==> src/rtl/riscv_multicycle_ctrl.sv <==
// Multicycle RV32I control FSM: fetch/decode/exec/mem/wb sequencing.
// In: clk, rst_n, instr, mem_ready, branch_taken. Out: mem, pc, rf strobes, imm_sel, illegal, state.
module riscv_multicycle_ctrl (
  input  logic        clk,
  input  logic        rst_n,
  input  logic [31:0] instr,
  input  logic        mem_ready,
  input  logic        branch_taken,
  output logic        mem_req,
  output logic        mem_we,
  output logic        mem_addr_sel,
  output logic        ir_write,
  output logic        pc_write,
  output logic [1:0]  pc_src,
  output logic [2:0]  imm_sel,
  output logic        alu_src_b,
  output logic        reg_write,
  output logic [1:0]  wb_sel,
  output logic        illegal,
  output logic [2:0]  state
);

  typedef enum logic [2:0] {
    IDLE   = 3'd0,
    FETCH  = 3'd1,
    DECODE = 3'd2,
    EXEC   = 3'd3,
    MEM    = 3'd4,
    WB     = 3'd5
  } state_t;

  localparam logic [6:0] OP_LOAD   = 7'b0000011;
  localparam logic [6:0] OP_OPIMM  = 7'b0010011;
  localparam logic [6:0] OP_AUIPC  = 7'b0010111;
  localparam logic [6:0] OP_STORE  = 7'b0100011;
  localparam logic [6:0] OP_OP     = 7'b0110011;
  localparam logic [6:0] OP_LUI    = 7'b0110111;
  localparam logic [6:0] OP_BRANCH = 7'b1100011;
  localparam logic [6:0] OP_JALR   = 7'b1100111;
  localparam logic [6:0] OP_JAL    = 7'b1101111;

  state_t     cs, ns;
  logic [2:0] imm_q, imm_d;
  logic [6:0] op;
  logic       is_load, is_opimm, is_auipc, is_store, is_op;
  logic       is_lui, is_branch, is_jalr, is_jal, legal;
  logic       wr, rd_nz;
  logic       unused;

  assign op        = instr[6:0];
  assign is_load   = op == OP_LOAD;
  assign is_opimm  = op == OP_OPIMM;
  assign is_auipc  = op == OP_AUIPC;
  assign is_store  = op == OP_STORE;
  assign is_op     = op == OP_OP;
  assign is_lui    = op == OP_LUI;
  assign is_branch = op == OP_BRANCH;
  assign is_jalr   = op == OP_JALR;
  assign is_jal    = op == OP_JAL;
  assign legal     = is_load | is_opimm | is_auipc
                   | is_store | is_op | is_lui
                   | is_branch | is_jalr | is_jal;
  assign rd_nz     = |instr[11:7];
  assign unused    = ^instr[31:12];

  always_ff @(posedge clk or negedge rst_n) begin
    if (!rst_n) begin
      cs    <= IDLE;
      imm_q <= 3'b000;
    end else begin
      cs    <= ns;
      imm_q <= imm_d;
    end
  end

  // OP and illegal opcodes leave the previous immediate type in place
  always_comb begin
    imm_d = imm_q;
    if (cs == DECODE) begin
      unique case (1'b1)
        is_load, is_opimm, is_jalr: imm_d = 3'b000;
        is_store:                   imm_d = 3'b001;
        is_branch:                  imm_d = 3'b010;
        is_jal:                     imm_d = 3'b011;
        is_lui, is_auipc:           imm_d = 3'b100;
        default:                    imm_d = imm_q;
      endcase
    end
  end

  always_comb begin
    ns = cs;
    unique case (cs)
      IDLE:   ns = FETCH;
      FETCH:  ns = mem_ready ? DECODE : FETCH;
      DECODE: ns = legal ? EXEC : FETCH;
      EXEC: begin
        unique case (1'b1)
          is_op, is_opimm, is_auipc: ns = WB;
          is_load, is_store:         ns = MEM;
          default:                   ns = FETCH;
        endcase
      end
      MEM: begin
        if (mem_ready)
          ns = is_store ? FETCH : WB;
      end
      WB:      ns = FETCH;
      default: ns = IDLE;
    endcase
  end

  always_comb begin
    mem_req      = 1'b0;
    mem_we       = 1'b0;
    mem_addr_sel = 1'b0;
    ir_write     = 1'b0;
    pc_write     = 1'b0;
    pc_src       = 2'b00;
    alu_src_b    = 1'b0;
    wr           = 1'b0;
    wb_sel       = 2'b00;
    illegal      = 1'b0;
    unique case (cs)
      FETCH: begin
        mem_req  = 1'b1;
        ir_write = mem_ready;
      end
      DECODE: begin
        if (!legal) begin
          illegal  = 1'b1;
          pc_write = 1'b1;
        end
      end
      EXEC: begin
        alu_src_b = !(is_op | is_branch);
        unique case (1'b1)
          is_branch: begin
            pc_write = 1'b1;
            pc_src   = branch_taken ? 2'b01 : 2'b00;
          end
          is_jal, is_jalr: begin
            wr       = 1'b1;
            wb_sel   = 2'b10;
            pc_write = 1'b1;
            pc_src   = is_jal ? 2'b01 : 2'b10;
          end
          is_lui: begin
            wr       = 1'b1;
            wb_sel   = 2'b11;
            pc_write = 1'b1;
          end
          default: ;
        endcase
      end
      MEM: begin
        mem_req      = 1'b1;
        mem_addr_sel = 1'b1;
        mem_we       = is_store;
        pc_write     = is_store & mem_ready;
      end
      WB: begin
        wr       = 1'b1;
        wb_sel   = is_load ? 2'b01 : 2'b00;
        pc_write = 1'b1;
      end
      default: ;
    endcase
  end

  assign reg_write = wr & rd_nz;
  assign imm_sel   = imm_q;
  assign state     = cs;

endmodule

==> config.mk <==
export PLATFORM = sky130hd
export DESIGN_NAME = riscv_multicycle_ctrl
export DESIGN_NICKNAME = d
export VERILOG_FILES = /design/src/rtl/riscv_multicycle_ctrl.sv
export SDC_FILE = /design/constraint.sdc
export NUM_CORES = 1
export LEC_CHECK = 0
export ABC_AREA = 1
export BUFFER_PORTS_ARGS = -buffer_cell sky130_fd_sc_hd__buf_2
export CORE_MARGIN = 10
export CORE_UTILIZATION = 42
export CTS_BUF_LIST = sky130_fd_sc_hd__clkbuf_8
export CTS_CLUSTER_DIAMETER = 150
export DETAILED_ROUTE_END_ITERATION = 10
export GPL_ROUTABILITY_DRIVEN = 0
export PLACE_DENSITY = 0.95
export SETUP_SLACK_MARGIN = 0.1
export SLEW_MARGIN = 40
export SYNTH_ARGS = -nofsm -noshare
export SYNTH_HDL_FRONTEND = slang
export SYNTH_SLANG_ARGS = --single-unit
==> constraint.sdc <==
create_clock -name clk -period 2 [get_ports clk]
set_clock_uncertainty 0.2 [all_clocks]
set_input_delay 0.4 -clock clk [delete_from_list [all_inputs] [get_ports clk]]
set_output_delay 0.4 -clock clk [all_outputs]
set_load 0.1 [all_outputs]
==> impl_metrics.toml, run 1 <==
[run_status]
outcome = "did not finish"
lastStage = "global routing"
firstError = "[ERROR DPL-0033] detailed placement checks failed during check placement."

[floorplan]
ios = 54
row_count = 14
fp.dieW_um = 59.1
die_h_um = 59.1
start_util_pct = 43.6

[placement]
dp_slack_ns = -0.212
hpwl_um = 2420
io_buffers = 33

[cts]
htree_levels = 1
clockBufferDepth = 2
cts_buffers = 3
clock_sinks = 6
clock-root-buffer = "clkbuf_8"

[synth]
synth_fp_nets = 140
yosysWarnings = 0
synthCells = 104
yosys_register_bits = 6
synth_cell_types = 17
ys_seq_area_share_pct = 23.4
synth_area_per_cell_um2 = 6.17
syn-cell-area_um2 = 642

[global_routing]
antenna_found_initial = 0
grt_max_degree = 7

[timing]
worst_endpoint = "pc_write"
worstEndpointType = "top-level output"
-- per-stage QoR --
step           TNS (ns)  hold slack, ns  instances  cell area [um2]
2_1_floorplan     -4.19         -0.0956        104              768
3_3_place_gp     -0.473          0.0191        171             1270
3_5_place_dp     -0.930          0.0255        171             1270
4_1_cts          -0.943           0.281        179             1400
-- cell families after synthesis --
logic type | synth area share (%)
simple gates | 56.7
compound gates | 8.19
flops | 23.4
buf+inv | 11.7
-- Yosys cell counts --
cell type	count	area, um2
nand2_4	2	22.5
o211ai_1	2	15.0
nand3_2	2	20.0
o21ai_0	2	10.0
nor3_4	2	32.5
a21oi_1	4	20.0
dfrtp_1	6	150
nand3_1	12	60.1
o21bai_1	1	7.51
nand2_2	5	31.3
nor2_1	12	45.0
nor2_2	7	43.8
nor3b_1	1	7.51
nor3_1	3	15.0
inv_1	13	48.8
inv_2	7	26.3
nand2_1	23	86.3
-- timing repair --
action | in CTS
hold buffers | 1
pin swaps | 5
setup endpoints to repair | 12
resized for setup | 15
endpoints found under the hold margin | 6
buffers inserted | 3
==> inputs of run 2 (changes only) <==
--- a/config.mk
+++ b/config.mk
@@ -7,14 +7,11 @@
 export LEC_CHECK = 0
 export ABC_AREA = 1
 export BUFFER_PORTS_ARGS = -buffer_cell sky130_fd_sc_hd__buf_2
-export CORE_MARGIN = 10
-export CORE_UTILIZATION = 42
-export CTS_BUF_LIST = sky130_fd_sc_hd__clkbuf_8
-export CTS_CLUSTER_DIAMETER = 150
+export CORE_AREA = 10 10 71 73
 export DETAILED_ROUTE_END_ITERATION = 10
+export DIE_AREA = 0 0 81 83
 export GPL_ROUTABILITY_DRIVEN = 0
-export PLACE_DENSITY = 0.95
-export SETUP_SLACK_MARGIN = 0.1
+export PLACE_DENSITY_LB_ADDON = 0.15
 export SLEW_MARGIN = 40
 export SYNTH_ARGS = -nofsm -noshare
 export SYNTH_HDL_FRONTEND = slang
==> impl_metrics.toml, run 2 <==
[run_status]
outcome = "finished, violations left"
violations = "negative setup slack"

[cells_and_area]
postLayoutCellArea_um2 = 1490
areaGrowthSynthToFinish_pct = 133
n_antenna_cell = 0
post-route-util_pct = 41.1
final_common_cell = "buf_4"
drive_above_1_share_pct = 69.4
fin_cells = 218
layout.cells.most_common_list = "27 x buf_4, 21 x buf_2, 20 x nand2_1"
layout.nets = 207

[critical_path]
crit_type = "flop to output pin"
end_kind = "output pin"
reg2reg_slack_ns = 0.43
r2r-end = "state[0]$_DFFE_PN0P_"
cp-start-kind = "flop"
slowest_delay_ns = 0.52
path_max_fanout = 5
worstPathCellList = "nor3_4, nand3_1, nand2_1, inv_2, nand3_4, buf_12"
cp.arrival_ns = 1.46
critical_path.slowest_cell = "dfrtp_4"
r2r_cells = 7
r2r_start = "state[2]$_DFFE_PN0P_"
required_ns = 1.40

[worst_hold_path]
hold_end = "imm_sel[2]$_DFFE_PN0P_"
hp-start = "imm_sel[2]$_DFFE_PN0P_"
hp-class = "flop to flop"
whs_path_depth = 2

[cts]
path_clk_slew_ns = 0.04
clockBufferDepth = 2
cts_buffers = 3
clock_sinks = 6
clock-root-buffer = "clkbuf_8"
clock_latency_ns = 0.22
cts_tree = "built"
htree_levels = 1

[timing]
hold_slack_ns = 0.269
max_slew_margin_pct = 67.7
period_needed_ns = 2.06
layout_setup_ws_ns = -0.0634
finalCritPeriodShare_pct = 103
setup_tns_ns = -0.327
drv_slew = 0
rsz0062_at_grt = "yes"
tightest_slew_ns = 0.488
setup_viol = 8
hold_violations = 0
timing.fmax_mhz = 485

[floorplan]
start_util_pct = 17.7
ios = 54
core-area_um2 = 3630
die_area_um2 = 6720
fp.dieW_um = 81
row_count = 22
die_h_um = 83

[route]
drc = 0
drtAntennaViolNets = 0
dr.pass1.iters = 4
via_per_inst = 4.00
wl_um = 2280
vias = 872
wl_per_cell_um = 10.5
drt_iter0_drc = 12

[synth]
synth_top_area_share_pct = 23.4
synth.area.top_cells = "dfrtp_1 23%, nand2_1 13%, nand3_1 9.4%"
synth_cell_types = 17
synth-adder-area-share_pct = 0
async_flop_share_pct = 100
synth_simple_gate_area_share_pct = 56.7
synthCells = 104
syn-cell-area_um2 = 642
synth-xor-area-share_pct = 0
yosysMostFrequentCell = "nand2_1"
muxShareOfSynthArea_pct = 0
synth_compound_area_share_pct = 8.19
synth_commonest_cells = "23 x nand2_1, 13 x inv_1, 12 x nand3_1, 12 x nor2_1"
synth-edff-count = 0
synth_area_per_cell_um2 = 6.17
yosysTopAreaCell = "dfrtp_1"
ys_seq_area_share_pct = 23.4
synth_fp_nets = 140
ys.flop_type = "dfrtp_1"
synth_top_family_by_area = "simple AND/OR/NAND/NOR gates"
yosys_register_bits = 6
yosysWarnings = 0

[pwr]
total_power_mw = 0.726
p_leak_nw = 0.738
p_per_area_nw_per_um2 = 486
ir_drop_mv = 0.379

[global_routing]
grt_max_degree = 7
overflow = 0
track_usage_pct = 7.09
grt_pass1_wl_um = 4030
antenna_found_initial = 0
grt_pass1_vias = 939

[placement]
dp_cells = 205
dp_slack_ns = -0.143
io_buffers = 33
placed_area_um2 = 1320
hpwl_um = 1960

[run]
max-cap-violations = 0
## run 2: worst max-delay path, delay by kind of cell, from the launching register on
family                 cells  cell delay, ns
flip-flops                 1            0.52
AND/OR/NAND/NOR            4            0.50
buffers and inverters      2            0.22
## run 2: area by class of cell
type                            count  area, um2
Clock buffer                        4       45.0
Fill cell                         381       2140
Inverter                           20       92.6
Multi-Input combinational cell     78        564
Sequential cell                     6        161
Tap cell                           48       60.1
Timing Repair Buffer               62        569
## run 2: kinds of logic (layout without fill, tap and decap cells)
logic type | Yosys count | in the layout
AND/OR/NAND/NOR | 69 | 69
flip-flops | 6 | 6
buffers and inverters | 20 | 86
AO/OA/AOI/OAI | 9 | 9
## run 2: report_power, final
group          internal (mW)  total [mW]  leakage (nW)  switching (mW)
combinational          0.124       0.387         0.640           0.264
sequential             0.134       0.149        0.0750          0.0152
clock                  0.137       0.190        0.0228          0.0526
total                  0.395       0.726         0.738           0.331
## run 2: what timing repair did
action	CTS	global route
endpoints found under the hold margin	6	0
endpoints found under the setup margin	10	11
hold buffers	1	0
pin swaps	8	3
buffers inserted	7	1
gates cloned	0	0
resized for setup	11	5
## run 2: routing by layer
metal / part of all wire (%) / up-vias / GRT usage, %
li1: - / 458 / -
met3: 8.1 / 2 / 3.34
met2: 50 / 22 / 12.2
met1: 42 / 390 / 7.75
met5: 0 / - / 0
met4: 0.53 / 0 / 0.939
## run 2: how the worst max path moves through the flow
stage                         startpoint         to  depth (start not counted)
floorplan           state[2]$_DFFE_PN0P_     mem_we                          4
global placement                instr[3]  reg_write                          9
detailed placement              instr[3]    illegal                         10
CTS                 state[2]$_DFFE_PN0P_  wb_sel[0]                          6
global route                    instr[4]    illegal                         10
finish              state[0]$_DFFE_PN0P_   pc_write                          6
Note: power is estimated with default switching activity, not from simulation.
